===== src/rtl/adder_io_stage_if.sv =====
// Bus bundle for adder_io_stage: operand intake, the external adder link and result output.
// The stage uses the slave modport; the environment (producer, adder, consumer) uses master.
interface adder_io_stage_if #(
  parameter int K = 8
);
  logic         in_valid;
  logic         in_ready;
  logic [K-1:0] in_a;
  logic [K-1:0] in_b;
  logic         in_cin;
  logic [K-1:0] add_a;
  logic [K-1:0] add_b;
  logic         add_cin;
  logic [K-1:0] add_sum;
  logic         add_cout;
  logic         out_valid;
  logic         out_ready;
  logic [K-1:0] out_sum;
  logic         out_cout;

  modport slave (
    input  in_valid, in_a, in_b, in_cin, add_sum, add_cout, out_ready,
    output in_ready, add_a, add_b, add_cin, out_valid, out_sum, out_cout
  );

  modport master (
    output in_valid, in_a, in_b, in_cin, add_sum, add_cout, out_ready,
    input  in_ready, add_a, add_b, add_cin, out_valid, out_sum, out_cout
  );
endinterface


===== src/rtl/adder_io_stage.sv =====
// Registers operands into an external combinational adder, waits SETTLE cycles, then holds
// the captured sum until consumed. Define ADDER_OVF_FLAG_EN to add the signed-overflow output out_ovf.
module adder_io_stage #(
  parameter int K      = 8,
  parameter int SETTLE = 1
) (
  input  logic            clk,
  input  logic            rst_n,
  adder_io_stage_if.slave io,
  output logic            busy,
  output logic [15:0]     txn_cnt
`ifdef ADDER_OVF_FLAG_EN
  ,
  output logic            out_ovf
`endif
);

  typedef enum logic [1:0] {
    IDLE   = 2'd0,
    LAUNCH = 2'd1,
    HOLD   = 2'd2
  } state_t;

  localparam int            CW       = (SETTLE > 1) ? $clog2(SETTLE) : 1;
  localparam logic [CW-1:0] CNT_LAST = CW'(SETTLE - 1);

  state_t        state_r;
  state_t        state_nxt_s;
  logic [CW-1:0] cnt_r;
  logic          in_ready_s;
  logic          accept_s;
  logic          capture_s;
  logic          complete_s;
  logic [K-1:0]  add_a_r;
  logic [K-1:0]  add_b_r;
  logic          add_cin_r;
  logic [K-1:0]  out_sum_r;
  logic          out_cout_r;
  logic [15:0]   txn_cnt_r;

  // Next-state decode and intake readiness
  always_comb begin
    state_nxt_s = state_r;
    in_ready_s  = 1'b0;
    case (state_r)
      IDLE: begin
        in_ready_s = 1'b1;
        if (io.in_valid) state_nxt_s = LAUNCH;
        else             state_nxt_s = IDLE;
      end
      LAUNCH: begin
        if (cnt_r == CNT_LAST) state_nxt_s = HOLD;
        else                   state_nxt_s = LAUNCH;
      end
      HOLD: begin
        in_ready_s = io.out_ready;
        if (io.out_ready && io.in_valid) state_nxt_s = LAUNCH;
        else if (io.out_ready)           state_nxt_s = IDLE;
        else                             state_nxt_s = HOLD;
      end
      default: begin
        state_nxt_s = IDLE;
        in_ready_s  = 1'b0;
      end
    endcase
  end

  assign accept_s   = io.in_valid & in_ready_s;
  assign capture_s  = (state_r == LAUNCH) && (cnt_r == CNT_LAST);
  assign complete_s = (state_r == HOLD) && io.out_ready;

  // State register and settle counter
  always_ff @(posedge clk or negedge rst_n) begin
    if (!rst_n) begin
      state_r <= IDLE;
      cnt_r   <= '0;
    end else begin
      state_r <= state_nxt_s;
      if (accept_s)                               cnt_r <= '0;
      else if ((state_r == LAUNCH) && !capture_s) cnt_r <= cnt_r + CW'(1);
      else                                        cnt_r <= cnt_r;
    end
  end

  // Operand registers feeding the adder; only an accept may change them
  always_ff @(posedge clk or negedge rst_n) begin
    if (!rst_n) begin
      add_a_r   <= '0;
      add_b_r   <= '0;
      add_cin_r <= 1'b0;
    end else if (accept_s) begin
      add_a_r   <= io.in_a;
      add_b_r   <= io.in_b;
      add_cin_r <= io.in_cin;
    end else begin
      add_a_r   <= add_a_r;
      add_b_r   <= add_b_r;
      add_cin_r <= add_cin_r;
    end
  end

  // Result capture once the adder has settled
  always_ff @(posedge clk or negedge rst_n) begin
    if (!rst_n) begin
      out_sum_r  <= '0;
      out_cout_r <= 1'b0;
    end else if (capture_s) begin
      out_sum_r  <= io.add_sum;
      out_cout_r <= io.add_cout;
    end else begin
      out_sum_r  <= out_sum_r;
      out_cout_r <= out_cout_r;
    end
  end

  // Completed-result counter, free-running wrap
  always_ff @(posedge clk or negedge rst_n) begin
    if (!rst_n)          txn_cnt_r <= 16'd0;
    else if (complete_s) txn_cnt_r <= txn_cnt_r + 16'd1;
    else                 txn_cnt_r <= txn_cnt_r;
  end

`ifdef ADDER_OVF_FLAG_EN
  logic out_ovf_r;

  // Two's-complement overflow: like-signed operands yielding an opposite-signed sum
  function automatic logic signed_ovf(input logic a_msb, input logic b_msb, input logic s_msb);
    return (a_msb == b_msb) && (s_msb != a_msb);
  endfunction

  // Overflow flag captured alongside the sum
  always_ff @(posedge clk or negedge rst_n) begin
    if (!rst_n)         out_ovf_r <= 1'b0;
    else if (capture_s) out_ovf_r <= signed_ovf(add_a_r[K-1], add_b_r[K-1], io.add_sum[K-1]);
    else                out_ovf_r <= out_ovf_r;
  end

  assign out_ovf = out_ovf_r;
`endif

  assign io.in_ready  = in_ready_s;
  assign io.add_a     = add_a_r;
  assign io.add_b     = add_b_r;
  assign io.add_cin   = add_cin_r;
  assign io.out_valid = (state_r == HOLD);
  assign io.out_sum   = out_sum_r;
  assign io.out_cout  = out_cout_r;
  assign busy         = (state_r != IDLE);
  assign txn_cnt      = txn_cnt_r;

endmodule


===== src/flat_wrapper.sv =====
// flat-port wrapper written by rule: the top's interface ports become plain ports
module adder_io_stage_flat 
#(
  parameter int K      = 8,
  parameter int SETTLE = 1
)
  (clk, rst_n, busy, txn_cnt, io_in_valid, io_in_a, io_in_b, io_in_cin, io_add_sum, io_add_cout, io_out_ready, io_in_ready, io_add_a, io_add_b, io_add_cin, io_out_valid, io_out_sum, io_out_cout);
  adder_io_stage_if #(.K(K)) io_i ();
  input  logic clk;
  input  logic rst_n;
  output logic busy;
  output logic [15:0] txn_cnt;
  input wire logic [$bits(io_i.in_valid)-1:0] io_in_valid;
  input wire logic [$bits(io_i.in_a)-1:0] io_in_a;
  input wire logic [$bits(io_i.in_b)-1:0] io_in_b;
  input wire logic [$bits(io_i.in_cin)-1:0] io_in_cin;
  input wire logic [$bits(io_i.add_sum)-1:0] io_add_sum;
  input wire logic [$bits(io_i.add_cout)-1:0] io_add_cout;
  input wire logic [$bits(io_i.out_ready)-1:0] io_out_ready;
  output wire logic [$bits(io_i.in_ready)-1:0] io_in_ready;
  output wire logic [$bits(io_i.add_a)-1:0] io_add_a;
  output wire logic [$bits(io_i.add_b)-1:0] io_add_b;
  output wire logic [$bits(io_i.add_cin)-1:0] io_add_cin;
  output wire logic [$bits(io_i.out_valid)-1:0] io_out_valid;
  output wire logic [$bits(io_i.out_sum)-1:0] io_out_sum;
  output wire logic [$bits(io_i.out_cout)-1:0] io_out_cout;
  assign io_i.in_valid = io_in_valid;
  assign io_i.in_a = io_in_a;
  assign io_i.in_b = io_in_b;
  assign io_i.in_cin = io_in_cin;
  assign io_i.add_sum = io_add_sum;
  assign io_i.add_cout = io_add_cout;
  assign io_i.out_ready = io_out_ready;
  assign io_in_ready = io_i.in_ready;
  assign io_add_a = io_i.add_a;
  assign io_add_b = io_i.add_b;
  assign io_add_cin = io_i.add_cin;
  assign io_out_valid = io_i.out_valid;
  assign io_out_sum = io_i.out_sum;
  assign io_out_cout = io_i.out_cout;
  adder_io_stage #(.K(K), .SETTLE(SETTLE)) u_core (.clk(clk), .rst_n(rst_n), .io(io_i), .busy(busy), .txn_cnt(txn_cnt));
endmodule

===== config.mk =====
export PLATFORM = sky130hd
export DESIGN_NAME = adder_io_stage_flat
export DESIGN_NICKNAME = d
export VERILOG_FILES = /design/src/rtl/adder_io_stage_if.sv /design/src/rtl/adder_io_stage.sv /design/src/flat_wrapper.sv
export SDC_FILE = /design/constraint.sdc
export NUM_CORES = 1
export LEC_CHECK = 0
export ABC_AREA = 1
export CAP_MARGIN = 15
export CORE_MARGIN = 3
export CORE_UTILIZATION = 40
export CTS_BUF_LIST = sky130_fd_sc_hd__clkbuf_4 sky130_fd_sc_hd__clkbuf_8 sky130_fd_sc_hd__clkbuf_16
export CTS_CLUSTER_DIAMETER = 40
export DETAILED_ROUTE_END_ITERATION = 12
export HOLD_SLACK_MARGIN = 0.06
export PLACE_DENSITY = 0.79
export SLEW_MARGIN = 20
export SYNTH_ARGS = -nofsm -noshare
export SYNTH_HDL_FRONTEND = slang
export SYNTH_SLANG_ARGS = --single-unit

===== constraint.sdc =====
create_clock -name clk -period 2.8 [get_ports clk]
set_input_delay 0.28 -clock clk [delete_from_list [all_inputs] [get_ports clk]]
set_output_delay 0.28 -clock clk [all_outputs]
set_load 0.05 [all_outputs]

## After elaboration in Yosys (flattened, before gate mapping)

Index checks and enable logic that the tools add are counted.
W data, S select, Z words.

- Bitwise gates (word level): 2
- Reduce and logical (&&, ||, !) cells: 8
- Equality and inequality tests: 2
- Multiplexer cells: 8
- $add $sub $neg: 2
- Magnitude comparators: 0
- Shift-type cells: 0
- Divide/modulo/power cells: 0
- Multipliers: 0

Operator list:

| operator | count |
|---|---|
| $add A16 B1 Y16 const B | 1 |
| $mux W2 | 3 |
| $pmux W2 S3 | 1 |
| $logic_and A1 B1 Y1 | 4 |
| $reduce_bool A2 Y1 | 2 |
| $mux W1 | 3 |
| $eq A2 B1 Y1 const B | 1 |
| $eq A2 B2 Y1 const B | 1 |
| $logic_not A2 Y1 | 1 |
| $pmux W1 S2 | 1 |
| $add A1 B1 Y1 const B | 1 |
| $and A1 B1 Y1 | 1 |
| $logic_not A1 Y1 | 1 |
| $not A1 Y1 | 1 |

- Memories: 0
- Memory bits (writable): 0
- Output and inout bits: 45
- Register bits after elaboration: 45
- Bits of input ports: 30
- Word-level logic and storage cells: 30
- Bits in latches: 0
- Bits in read-only memories: 0

## Longest topological paths before layout

- Depth in word-level cells: 6
- Gate-level depth with buffers: 8
- Mapped depth without buffers: 8

## Worst setup path after synthesis

OpenSTA, ideal clock, no wires.

- Path kind: register -> register
- Start point: register u_core.state_r[1]
- End point: register u_core.txn_cnt_r[2], in the netlist u_core.txn_cnt[2]
- Clock period less this slack: 1.639 ns
- Slack: 1.161 ns
- Path buffers: 0
- Required time: 2.658 ns
- Arrival time: 1.497 ns
- Stages on the path, launching flop included: 5
- Library setup time: 0.142 ns
- Cell sequence: dfrtp_1 -> inv_1 -> nor2_1 -> nand3_1 -> xnor2_1

- Cells in the longest elaborated chain, start to end: 2

Ends and longest elaborated chain:

| element | RTL line | text |
|---|---|---|
| from (decl) | adder_io_stage.sv:27 | `state_t state_r;` |
| from (signal assigned) | adder_io_stage.sv:78 | `state_r <= state_nxt_s;` |
| $eq A2 B2 Y1 | -- |  |
| named net io_out_valid | flat_wrapper.sv:24 | `output wire logic [$bits(io_i.out_valid)-1:0] io_out_valid;` |
| $logic_and A1 B1 Y1 | adder_io_stage.sv:70 | `assign complete_s = (state_r == HOLD) && io.out_ready;` |
| to (signal assigned) | adder_io_stage.sv:119 | `else if (complete_s) txn_cnt_r <= txn_cnt_r + 16'd1;` |
| to (signal assigned) | adder_io_stage.sv:120 | `else txn_cnt_r <= txn_cnt_r;` |
| to (decl) | adder_io_stage.sv:39 | `logic [15:0] txn_cnt_r;` |

The timed path passes the listed nets, and every way through them passes these cells.
A chain may end at the register's enable or synchronous reset.

## Worst setup path after layout

- Start point: input io_out_ready
- End point: output io_in_ready

- Cells in the longest elaborated chain, start to end: 1

Ends and longest elaborated chain:

| element | RTL line | text |
|---|---|---|
| from (decl) | flat_wrapper.sv:19 | `input wire logic [$bits(io_i.out_ready)-1:0] io_out_ready;` |
| $pmux W1 S2 | adder_io_stage.sv:45 | `case (state_r)` |
| to (decl) | flat_wrapper.sv:20 | `output wire logic [$bits(io_i.in_ready)-1:0] io_in_ready;` |

No other way between the ends.

==> out/summary.txt <==
Status: complete, no violations
Dpl cell area: 0.00275 mm^2
Post-synth EDFFs: 0
Initial antenna violation count: 0
Top_reg_cell synth: dfrtp_1
Clock sink count: 45
Multi-input logic area: 727 um^2
Post-CTS sizing: 0
Die ar.: 0.00576 mm^2
CTS max path bufs: 2
Synth Warn #: 0
Logic gate share of total power: 53.0%
Antenna violation net count after detailed routing: 0
WS Path Type: in -> out
Yosys top cell area share: 57.7%
Core area: 0.00453 mm^2
Unique masters post-synth: 22
Routed vias: 1601
Num CTS Buffers: 5
Power Internal: 1.83 mW
Worst R2R Setup Slack: 1.44 ns
MaxCap Viol Count: 0
Largest family of logic cells by synthesized area: simple AND/OR/NAND/NOR gates
Vias in the first global route: 1609
Reg area: 0.00113 mm^2
Crit path DAT: 1.93 ns
RR Startpoint: u_core.txn_cnt[0]
Power density cells: 1170 mW/mm^2
Pre-CTS setup slack: 0.575 ns
Flop pwr share: 30.1%
Congestion Overflow GR: 0
Critical path launch point: io_out_ready
XOR/XNOR Fraction of Synth Area: 3.59%
Final Cell Area: 0.00289 mm^2
Critical Path Fanout Max: 9
Worst Max-Slew Pin Slew: 0.966 ns
Most numerous cell in the Yosys netlist: nand2_1
Switching power: 1.55 mW
Worst Reg2Reg Path Length in Cells: 6
Syn_nets: 241
Final nets: 320
Ant diodes: 0
Switching share of power: 45.8%
Synthesized-area fraction occupied by ao, oa, aoi and oai cells: 0.641%
Cells after Synth: 210
Final period util: 78.8%
HP Class: in -> async
Hold buffer count at cts: 0
Slew Limit Headroom: 35.6%
Average size of a mapped cell: 9.30 um^2
Synth Area in Simple Gates: 26.6%
Die Y: 75.9 um
Worst VDD drop: 0.682 mV
Die width: 75.9 um
Core Rows: 24
R2r endpoint: u_core.txn_cnt[8]
First-pass GRT wire length: 6.90 mm
Post-synthesis mux area share: 5.77%
Max Clk Rate: 453 MHz
Synth Register Bits: 45
Crit path time final: 2.21 ns
Dominant cell type by area after synthesis: dfrtp_1
IO Pins: 75
Root buffer cell: clkbuf_8
Avg WL per Cell: 11.6 um
Clk pin slew, worst setup/hold paths: 0.08 ns
Detail Placement HPWL: 3.10 mm
CP startpoint kind: primary input
Total track usage: 15.8%
Area growth syn-to-layout: 47.7%
Largest net degree at the start of global routing: 46
Post-synth ARST share: 100%
Worst setup margin: 0.592 ns
# Post-CTS Setup Buffers: 0
Worst Skew: 0.00519 ns
Drt pass-1 iters: 4
Worst skew pair latency: 0.29 ns
Detailed Route WL: 4.12 mm
CTS tree: done
Adder-Cell Fraction of Synth Area: 0.641%
Setup TNS: 0 ns
P_leak: 1.35 nW
Unrepaired setup endpoints after global routing: no
Clock group share of total power: 16.8%
Routability cong.: 0.858
Post-synth top cells: 82 x nand2_1, 45 x dfrtp_1, 19 x inv_1
Worst setup EP type: output port
CTS HTree Levels: 2
# fillers: 393
DR iter-0 viols: 107
Final hold vios: 0
Post-synthesis sequential area ratio: 57.7%
Top cells by area, synth: dfrtp_1 58%, nand2_1 16%, mux2_2 5.8%
Share of layout cells above drive strength 1: 9.66%
Required time worst endpoint: 2.52 ns
Initial Utilization: 43.1%
Synth Cell Area: 0.00195 mm^2
Buffers on Ports: 74
# DRC: 0
DR vias/cell: 4.51
Setup Viol. Count Final: 0
Final max-slew violation count: 0
## area by class of cell
cell class / count / area share, %
clock buffer: 5 / 2.39
clock inverter: 3 / 2.25
inverter: 21 / 2.82
multi-input combinational: 142 / 25.2
sequential: 45 / 39.0
tap: 65 / 2.82
timing repair buffer: 74 / 25.5
## how the worst max path moves through the flow
stage | cells past startpoint | to | slack, ns
6_report | 4 | io_in_ready | 0.59
3_5_place_dp | 4 | io_in_ready | 0.57
3_3_place_gp | 4 | io_in_ready | 0.60
5_1_grt | 4 | io_in_ready | 0.52
2_1_floorplan | 4 | u_core.txn_cnt[2] | 1.16
4_1_cts | 4 | io_in_ready | 0.58
## registers in the layout (all words and copies together), names as in the netlist
name and count:
u_core.io.add_a 8, u_core.txn_cnt 16, u_core.io.add_cin 1, u_core.state_r 2, u_core.io.out_sum 8, u_core.cnt_r 1
u_core.io.add_b 8, u_core.io.out_cout 1
## per-layer routing
layer | track usage [%] | part of all wire [%] | wire, um | vias up
met5 | 0 | 0 | 0 | -
met4 | 7.18 | 1.8 | 73 | 0
met3 | 4.35 | 7.7 | 316 | 9
met2 | 25.7 | 47 | 1930 | 61
met1 | 19.4 | 44 | 1800 | 720
li1 | - | - | - | 811
## worst max-delay path: stages
cell	delay, ns
clkdlybuf4s50_1	0.54
nand3_4	0.17
nand2_2	0.13
clkdlybuf4s50_1	0.81
## cells by family after synthesis
family,count (synthesis)
and+or+nand+nor,121
DFF,45
buffers and inverters,23
muxes,10
xor gates and xnor gates,8
AOI/OAI and AO/OA,2
adders and majority gates,1
## power groups by stage
stage               clock network [mW]  logic [mW]  registers, mW
finish                           0.569        1.80           1.02
global route                     0.606        1.90           1.05
CTS                              0.586        1.82           1.02
detailed placement                   0        1.82           1.03
global placement                     0        1.79           1.03
floorplan                            0       0.449           1.78
## stage by stage
| stage | util (%) | hold WS [ns] | cells | power (mW) |
|---|---|---|---|---|
| after floorplan | - | -0.0156 | 210 | 2.23 |
| after global placement | 60.7 | 0.462 | 347 | 2.82 |
| after detailed placement | 60.7 | 0.465 | 347 | 2.85 |
| after CTS | 63.6 | 0.169 | 355 | 3.43 |
| after global routing | 63.6 | 0.208 | 355 | 3.56 |
| final | 63.6 | 0.136 | 355 | 3.39 |
## cells in the final DEF, fill, tap and decap left out
cell type / n
nand2_4: 1
o21ai_0: 1
buf_2: 1
mux2_2: 10
nand2_2: 3
nor2_2: 1
ha_1: 1
inv_2: 1
bufinv_16: 2
nand3_4: 1
nand3_1: 11
nor2_1: 15
nor3_1: 2
o31ai_1: 1
inv_4: 1
dfrtp_1: 45
clkbuf_8: 5
inv_1: 19
clkinv_2: 1
clkdlybuf4s50_1: 73
nand2_1: 82
xnor2_1: 3
xor2_1: 5
nor2_4: 1
nand4_1: 4
Power figures use the tool's default switching activity.
